`src/rtl/rtc_param_writer_if.sv`:
```
// Handshake between rtc_param_writer (master) and the low-level RTC bus controller (slave).
// One write transaction is bus_addr/bus_data qualified by bus_req and acknowledged by bus_done.
interface rtc_param_writer_if;
   logic       bus_req;
   logic [7:0] bus_addr;
   logic [7:0] bus_data;
   logic       bus_done;

   modport master (
      output bus_req,
      output bus_addr,
      output bus_data,
      input  bus_done
   );

   modport slave (
      input  bus_req,
      input  bus_addr,
      input  bus_data,
      output bus_done
   );
endinterface

```
`src/rtl/rtc_param_writer.sv`:
```
// Writes a snapshot of the nine user time/timer parameters to the RTC, then the transfer command,
// as ten sequential bus transactions guarded by a per-transaction watchdog.
module rtc_param_writer #(
   parameter logic [7:0]  ADDR_S   = 8'h21,
   parameter logic [7:0]  ADDR_M   = 8'h22,
   parameter logic [7:0]  ADDR_H   = 8'h23,
   parameter logic [7:0]  ADDR_D   = 8'h24,
   parameter logic [7:0]  ADDR_ME  = 8'h25,
   parameter logic [7:0]  ADDR_A   = 8'h26,
   parameter logic [7:0]  ADDR_ST  = 8'h41,
   parameter logic [7:0]  ADDR_MT  = 8'h42,
   parameter logic [7:0]  ADDR_HT  = 8'h43,
   parameter logic [7:0]  CMD_ADDR = 8'hF0,
   parameter logic [7:0]  CMD_DATA = 8'hF0,
   parameter int unsigned TIMEOUT  = 1023
) (
   input  logic                clk,
   input  logic                reset,
   input  logic                wr_start,
   input  logic [7:0]          a,
   input  logic [7:0]          me,
   input  logic [7:0]          d,
   input  logic [7:0]          h,
   input  logic [7:0]          m,
   input  logic [7:0]          s,
   input  logic [7:0]          ht,
   input  logic [7:0]          mt,
   input  logic [7:0]          st,
   rtc_param_writer_if.master  bus,
   output logic                busy,
   output logic                done,
   output logic                error
);

   localparam int unsigned WdW = (TIMEOUT < 1) ? 1 : $clog2(TIMEOUT + 1);
   localparam logic [WdW-1:0] WdMax = WdW'(TIMEOUT);
   localparam logic [3:0] LastIdx = 4'd9;

   typedef enum logic [2:0] {
      StIdle,
      StIssue,
      StWait,
      StGap,
      StFinish
   } state_e;

   state_e           state_q, state_d;
   logic [3:0]       idx_q, idx_d;
   logic [WdW-1:0]   wdog_q, wdog_d, wdog_inc;
   logic [7:0]       shadow_q [9];
   logic [7:0]       shadow_d [9];
   logic             req_q, req_d;
   logic [7:0]       addr_q, addr_d;
   logic [7:0]       data_q, data_d;
   logic             busy_q, busy_d;
   logic             done_q, done_d;
   logic             error_q, error_d;
   logic [7:0]       tx_addr, tx_data;

   // Shadow slots are stored in transaction order: s, m, h, d, me, a, st, mt, ht.
   always_comb begin
      tx_addr = CMD_ADDR;
      tx_data = CMD_DATA;
      case (idx_q)
         4'd0: begin tx_addr = ADDR_S;  tx_data = shadow_q[0]; end
         4'd1: begin tx_addr = ADDR_M;  tx_data = shadow_q[1]; end
         4'd2: begin tx_addr = ADDR_H;  tx_data = shadow_q[2]; end
         4'd3: begin tx_addr = ADDR_D;  tx_data = shadow_q[3]; end
         4'd4: begin tx_addr = ADDR_ME; tx_data = shadow_q[4]; end
         4'd5: begin tx_addr = ADDR_A;  tx_data = shadow_q[5]; end
         4'd6: begin tx_addr = ADDR_ST; tx_data = shadow_q[6]; end
         4'd7: begin tx_addr = ADDR_MT; tx_data = shadow_q[7]; end
         4'd8: begin tx_addr = ADDR_HT; tx_data = shadow_q[8]; end
         default: ;
      endcase
   end

   assign wdog_inc = wdog_q + WdW'(1);

   always_comb begin
      state_d  = state_q;
      idx_d    = idx_q;
      wdog_d   = wdog_q;
      shadow_d = shadow_q;
      req_d    = req_q;
      addr_d   = addr_q;
      data_d   = data_q;
      busy_d   = busy_q;
      done_d   = 1'b0;
      error_d  = 1'b0;

      unique case (state_q)
         StIdle: begin
            if (wr_start) begin
               shadow_d = '{s, m, h, d, me, a, st, mt, ht};
               idx_d    = '0;
               busy_d   = 1'b1;
               state_d  = StIssue;
            end
         end
         StIssue: begin
            req_d   = 1'b1;
            addr_d  = tx_addr;
            data_d  = tx_data;
            wdog_d  = '0;
            state_d = StWait;
         end
         StWait: begin
            // An acknowledge in the final watchdog cycle still completes the transaction.
            if (bus.bus_done) begin
               req_d = 1'b0;
               if (idx_q == LastIdx) begin
                  state_d = StFinish;
               end else begin
                  idx_d   = idx_q + 4'd1;
                  state_d = StGap;
               end
            end else if (wdog_inc == WdMax) begin
               wdog_d  = wdog_inc;
               error_d = 1'b1;
               req_d   = 1'b0;
               busy_d  = 1'b0;
               idx_d   = '0;
               state_d = StIdle;
            end else begin
               wdog_d = wdog_inc;
            end
         end
         StGap: begin
            state_d = StIssue;
         end
         StFinish: begin
            done_d  = 1'b1;
            busy_d  = 1'b0;
            idx_d   = '0;
            state_d = StIdle;
         end
         default: begin
            state_d = StIdle;
         end
      endcase
   end

   always_ff @(posedge clk) begin
      if (reset) begin
         state_q  <= StIdle;
         idx_q    <= '0;
         wdog_q   <= '0;
         shadow_q <= '{default: '0};
         req_q    <= 1'b0;
         addr_q   <= '0;
         data_q   <= '0;
         busy_q   <= 1'b0;
         done_q   <= 1'b0;
         error_q  <= 1'b0;
      end else begin
         state_q  <= state_d;
         idx_q    <= idx_d;
         wdog_q   <= wdog_d;
         shadow_q <= shadow_d;
         req_q    <= req_d;
         addr_q   <= addr_d;
         data_q   <= data_d;
         busy_q   <= busy_d;
         done_q   <= done_d;
         error_q  <= error_d;
      end
   end

   assign bus.bus_req  = req_q;
   assign bus.bus_addr = addr_q;
   assign bus.bus_data = data_q;
   assign busy         = busy_q;
   assign done         = done_q;
   assign error        = error_q;

endmodule
```
`src/flat_wrapper.sv`:
```
// flat-port wrapper written by rule: the top's interface ports become plain ports
module rtc_param_writer_flat 
#(
   parameter logic [7:0]  ADDR_S   = 8'h21,
   parameter logic [7:0]  ADDR_M   = 8'h22,
   parameter logic [7:0]  ADDR_H   = 8'h23,
   parameter logic [7:0]  ADDR_D   = 8'h24,
   parameter logic [7:0]  ADDR_ME  = 8'h25,
   parameter logic [7:0]  ADDR_A   = 8'h26,
   parameter logic [7:0]  ADDR_ST  = 8'h41,
   parameter logic [7:0]  ADDR_MT  = 8'h42,
   parameter logic [7:0]  ADDR_HT  = 8'h43,
   parameter logic [7:0]  CMD_ADDR = 8'hF0,
   parameter logic [7:0]  CMD_DATA = 8'hF0,
   parameter int unsigned TIMEOUT  = 1023
)
  (clk, reset, wr_start, a, me, d, h, m, s, ht, mt, st, busy, done, error, bus_bus_req, bus_bus_addr, bus_bus_data, bus_bus_done);
  rtc_param_writer_if bus_i ();
  input  logic clk;
  input  logic reset;
  input  logic wr_start;
  input  logic [7:0] a;
  input  logic [7:0] me;
  input  logic [7:0] d;
  input  logic [7:0] h;
  input  logic [7:0] m;
  input  logic [7:0] s;
  input  logic [7:0] ht;
  input  logic [7:0] mt;
  input  logic [7:0] st;
  output logic busy;
  output logic done;
  output logic error;
  output wire logic [$bits(bus_i.bus_req)-1:0] bus_bus_req;
  output wire logic [$bits(bus_i.bus_addr)-1:0] bus_bus_addr;
  output wire logic [$bits(bus_i.bus_data)-1:0] bus_bus_data;
  input wire logic [$bits(bus_i.bus_done)-1:0] bus_bus_done;
  assign bus_bus_req = bus_i.bus_req;
  assign bus_bus_addr = bus_i.bus_addr;
  assign bus_bus_data = bus_i.bus_data;
  assign bus_i.bus_done = bus_bus_done;
  rtc_param_writer #(.ADDR_S(ADDR_S), .ADDR_M(ADDR_M), .ADDR_H(ADDR_H), .ADDR_D(ADDR_D), .ADDR_ME(ADDR_ME), .ADDR_A(ADDR_A), .ADDR_ST(ADDR_ST), .ADDR_MT(ADDR_MT), .ADDR_HT(ADDR_HT), .CMD_ADDR(CMD_ADDR), .CMD_DATA(CMD_DATA), .TIMEOUT(TIMEOUT)) u_core (.clk(clk), .reset(reset), .wr_start(wr_start), .a(a), .me(me), .d(d), .h(h), .m(m), .s(s), .ht(ht), .mt(mt), .st(st), .bus(bus_i), .busy(busy), .done(done), .error(error));
endmodule
```
`config.mk`:
```
export PLATFORM = sky130hd
export DESIGN_NAME = rtc_param_writer_flat
export DESIGN_NICKNAME = d
export VERILOG_FILES = /design/src/rtl/rtc_param_writer_if.sv /design/src/rtl/rtc_param_writer.sv /design/src/flat_wrapper.sv
export SDC_FILE = /design/constraint.sdc
export NUM_CORES = 1
export LEC_CHECK = 0
export ABC_AREA = 1
export ABC_CLOCK_PERIOD_IN_PS = 5000
export BUFFER_PORTS_ARGS = -buffer_cell sky130_fd_sc_hd__clkbuf_2
export CORE_UTILIZATION = 59
export CTS_CLUSTER_SIZE = 14
export DETAILED_ROUTE_END_ITERATION = 8
export GPL_ROUTABILITY_DRIVEN = 0
export GPL_TIMING_DRIVEN = 0
export PLACE_DENSITY = 0.85
export REMOVE_ABC_BUFFERS = 1
export SYNTH_ARGS = -nofsm -noshare
export SYNTH_HDL_FRONTEND = slang
export SYNTH_SLANG_ARGS = --single-unit
```
`constraint.sdc`:
```
create_clock -name clk -period 5 [get_ports clk]
set_clock_uncertainty 0.15 [all_clocks]
set_input_delay 0.5 -clock clk [delete_from_list [all_inputs] [get_ports clk]]
set_output_delay 0.5 -clock clk [all_outputs]
set_load 0.02 [all_outputs]
```
Yosys cells after proc, flatten, opt, wreduce, memory -nomap -nowiden:

Cells that the tools add are included.
Widths: inputs -> output; s select.

* bitwise gates (word level): 1
* $add $sub $neg: 2
* equality and inequality tests: 19
* mux-type cells: 22
* reduce and logical (&&, ||, !) cells: 11

Operators by type and width (count)
* $pmux 8 s9: 2
* $pmux 10 s2: 1
* $eq 4x3->1 const B: 4
* $mux 4: 4
* $mux 3: 4
* $pmux 3 s4: 1
* $pmux 4 s3: 1
* $add 10x1->10 const B: 1
* $eq 10x10->1 const B: 1
* $mux 10: 1
* $eq 4x2->1 const B: 2
* $eq 4x4->1 const B: 2
* $reduce_and 2->1: 4
* $reduce_and 4->1: 2
* $eq 3x2->1 const B: 2
* $mux 1: 6
* $add 4x1->4 const B: 1
* $eq 4x1->1 const B: 1
* $logic_not 4->1: 1
* $ne 2x2->1 const B: 2
* $eq 3x1->1 const B: 1
* $eq 3x3->1 const B: 1
* $logic_not 3->1: 1
* $ne 3x2->1 const B: 1
* 8 further kinds: 8

* register bits: 109
* word-level logic and storage cells: 73
* output and inout bits: 20

Depth between registers and ports, before layout:

* depth in word-level cells: 5
* gate-level depth with buffers: 13
* depth with buffers taken out: 13

Worst setup path after synthesis:

OpenSTA, ideal clock, no wires.

* path kind: register to register
* start: reg u_core.wdog_q[0]
* end: reg u_core.idx_q[0]
* path buffers: 1
* arrival: 1.485 ns
* cell stages (with the launch flop): 12
* setup slack: 3.250 ns
* clock period less this slack: 1.750 ns
* cells stage by stage: dfxtp_1 > ha_1 > nand2_1 > nor2_1 > a21oi_1 > nor2_2 > nand3_4 > o21bai_4 > buf_6 > nand3_1 > nand2_1 > nor2_1

* longest elaborated chain between the ends: 4

RTL lines
* from (decl): RTL line rtc_param_writer.sv:49 `logic [WdW-1:0] wdog_q, wdog_d, wdog_inc;`
* from (signal assigned): RTL line rtc_param_writer.sv:159 `wdog_q <= wdog_d;`
* $add 10x1->10: RTL line rtc_param_writer.sv:78 `assign wdog_inc = wdog_q + WdW'(1);`
* $eq 10x10->1: RTL line rtc_param_writer.sv:118 `end else if (wdog_inc == WdMax) begin`
* $ne 3x2->1 (no source line)
* $reduce_and 4->1 (no source line)
* to (signal assigned): RTL line rtc_param_writer.sv:158 `idx_q <= idx_d;`
* to (decl): RTL line rtc_param_writer.sv:48 `logic [3:0] idx_q, idx_d;`

Every way passes these cells.
A chain may end at the register's enable or synchronous reset.

Worst setup path after layout:

* start: reg u_core.idx_q[0]
* end: reg u_core.data_q[1], in the netlist u_core.bus.bus_data[1]

* longest elaborated chain between the ends: 2

RTL lines
* $eq 4x4->1, or another cell as far along: RTL line rtc_param_writer.sv:64 `case (idx_q)`
* $pmux 8 s9 *: RTL line rtc_param_writer.sv:64
* to (signal assigned): RTL line rtc_param_writer.sv:163 `data_q <= data_d;`
* to (decl): RTL line rtc_param_writer.sv:54 `logic [7:0] data_q, data_d;`

Mark *: on every way between the ends. The rest lies on a longest branch, timed or not.

==> results.cfg <==
[outcome]
status = finished, final reports clean

[min_path]
hp-class = input pin to flip-flop
holdCritStartpoint = m[1]

[die]
start_util = 0.611
die-area_um2 = 8360
fp.dieW_um = 91.4
num_io_pins = 96
core_um2 = 7730
die-height_um = 91.4
num_rows = 32

[synthesis]
yosys.area.top_type = dfxtp_1
syn_area_um2 = 4720
yosys.cell_types.count = 31
syn_avg_cell_area_um2 = 7.43
yosys_warnings = 0
ys_ff_latch = 107
ys_seq_area_frac = 0.454
synth_top_area_frac = 0.454
syn_inst = 635
synth_area_leaders = dfxtp_1, a21oi_1, o21ai_0, inv_1, nand2_1

[drt]
wirelength_um = 11200
drc_errors = 0
drt-wirelength-per-cell_um = 13.7
ant_nets = 0
viasPerCell = 5.47
firstDrtPassIters = 4
drtIter0Drc = 248
vias = 4464

[global_route]
grt_pass1_wl_um = 18100
grt-ovfl-total = 0
antenna_found_initial = 0
grt_max_degree = 85
grt_usage = 0.274
grt_pass1_vias = 4074

[critical_path]
critPathSlowestCell = dfxtp_1
path_cells = inv_1 -> ha_1 -> nand3_1 -> o22ai_1 -> nor3_1 -> nand2_1 -> nand2_1 -> a21oi_1
r2r_start = u_core.idx_q[0]
startpoint_type = flip-flop
cp.arrival_ns = 2.31
critPathKind = flip-flop to flip-flop
cpPeakStageDelay_ns = 0.44
worstPathRequired_ns = 5.10
timing.critical_path.mode_cell = nand2_1
rrSetupSlack_ns = 2.79
worst-path-max-fanout = 9
end_kind = flip-flop
timing.critical_path.from = u_core.idx_q[0]

[clock_tree]
clock_sinks = 107
htreeDepth = 3
clk_latency_ns = 0.38
post-cts-setup-buffers = 0
hold_buffers = 0
cts.repair.resized = 0
cts.clk_slew.worst_paths_ns = 0.10
root_buffer = clkbuf_8
cts_buffers = 9
cts_tree = done
clock_path_buffers = 2

[sta]
relSlewSlack = 0.593
slew_violations = 0
worstMarginPinSlew_ns = 0.611
rsz0062_at_grt = no
setup_viol_count_final = 0
fin_crit_sh = 0.443
timing.final.crit_period_ns = 2.21
max_freq_ghz = 0.452
hold_violations = 0

[power_and_ir_drop]
seq_power_share = 0.480
leakage_nw = 2.28
intPower_mw = 1.42
ir_worst_vdd_uv = 266
power_per_cell_area_nw_per_um2 = 405
fin_total_pwr_mw = 2.20
swShare = 0.356
pwr-share-clk = 0.242
combPwrFrac = 0.277
p_switching_mw = 0.783

[finish]
nNetsFinal = 791
fillCellCount = 642
area_growth_pct = 15.2
num_antenna_cells = 0
multi_input_area_um2 = 2070
instances_no_fill = 816
seq_area_um2 = 2140
drive_gt1_frac = 0.199

[placement]
port_buffers = 94
place_inst = 800
dp_hpwl_um = 7860

[run]
max_cap_viol_count = 0
-- Yosys cell counts (all sizes together) --
| cell type | count |
|---|---|
| nand4 | 5 |
| nor2 | 29 |
| o22ai | 24 |
| buf | 10 |
| nor4 | 6 |
| clkbuf | 23 |
| o21ai | 91 |
| conb | 1 |
| o31ai | 1 |
| nor3 | 7 |
| o21bai | 1 |
| nand2 | 87 |
| or2 | 4 |
| clkinv | 1 |
| nand3 | 25 |
| nand3b | 2 |
| a21oi | 96 |
| dfxtp | 107 |
| inv | 98 |
| a31oi | 10 |
| ha | 6 |
| xor2 | 1 |
-- registers in the layout, summed over array words and instances (netlist names) --
signal	cells
u_core.shadow_q	72
u_core.wdog_q	10
u_core.bus.bus_data	8
u_core.bus.bus_addr	6
u_core.idx_q	4
u_core.state_q	3
u_core.bus.bus_req	1
u_core.busy	1
u_core.done	1
u_core.error	1
-- final cells by class --
type / instances / area share
inverter: 99 / 0.0683
clock buffer: 9 / 0.0228
sequential: 107 / 0.394
multi-input combinational: 396 / 0.380
timing repair buffer: 96 / 0.0966
clock inverter: 7 / 0.0145
tap: 102 / 0.0235
-- layout by cell type, fill, tap and decap left out, drive strengths merged --
master / n
dfxtp: 107
clkbuf: 103
inv: 98
a21oi: 96
o21ai: 91
nand2: 87
nor2: 29
nand3: 25
o22ai: 24
a31oi: 10
nor3: 7
nor4: 6
ha: 6
nand4: 5
or2: 4
clkinv: 4
clkinvlp: 3
nand3b: 2
buf: 2
xor2: 1
o21bai: 1
o31ai: 1
conb: 1
bufinv: 1
-- power groups by stage --
stage,Sequential [mW],Combinational (mW),Clock (mW)
CTS,1.06,0.603,0.538
floorplan,1.09,0.385,0
detailed placement,1.07,0.601,0
finish,1.06,0.611,0.534
global placement,1.07,0.570,0
global route,1.07,0.681,0.574
-- critical path, delay by kind of cell (launching register included) --
| family | cells | cell delay (ns) |
|---|---|---|
| AO/OA/AOI/OAI | 2 | 0.23 |
| flip-flops | 1 | 0.44 |
| AND/OR/NAND/NOR | 4 | 0.85 |
| adder cells (fa/ha/maj) | 1 | 0.27 |
| buffers and inverters | 1 | 0.13 |
-- routing by layer --
metal,wire [µm],GRT usage
met1,4960,0.336
met2,5260,0.449
met3,567,0.0603
met4,384,0.144
met5,0,0
-- final timing paths --
kind,to,depth (start not counted)
worst max-delay path,u_core.bus.bus_data[1],8
worst max register to register,u_core.bus.bus_data[1],8
worst min-delay path,u_core.shadow_q[57],3
worst min register to register,u_core.shadow_q[69],2
-- logic make-up after synthesis --
group | after synthesis | synth area share
AOI/OAI and AO/OA | 223 | 0.250
and+or+nand+nor | 165 | 0.167
buffers and inverters | 132 | 0.111
DFF | 107 | 0.454
adders and majority gates | 6 | 0.0159
xor gates and xnor gates | 1 | 0.00186
other | 1 | 0.000795
-- through the flow --
step	utilization	TNS (ns)	setup slack, ns	hold WS, ns	area, µm²
floorplan	-	0	1.25	0.276	4570
global placement	0.669	-0.433	-0.103	0.283	5170
detailed placement	0.677	0	2.85	0.288	5240
CTS	0.704	0	2.85	0.243	5440
global route	0.704	0	2.63	0.248	5440
finish	0.704	0	2.79	0.242	5440
Note: power is estimated with default switching activity, not from simulation.
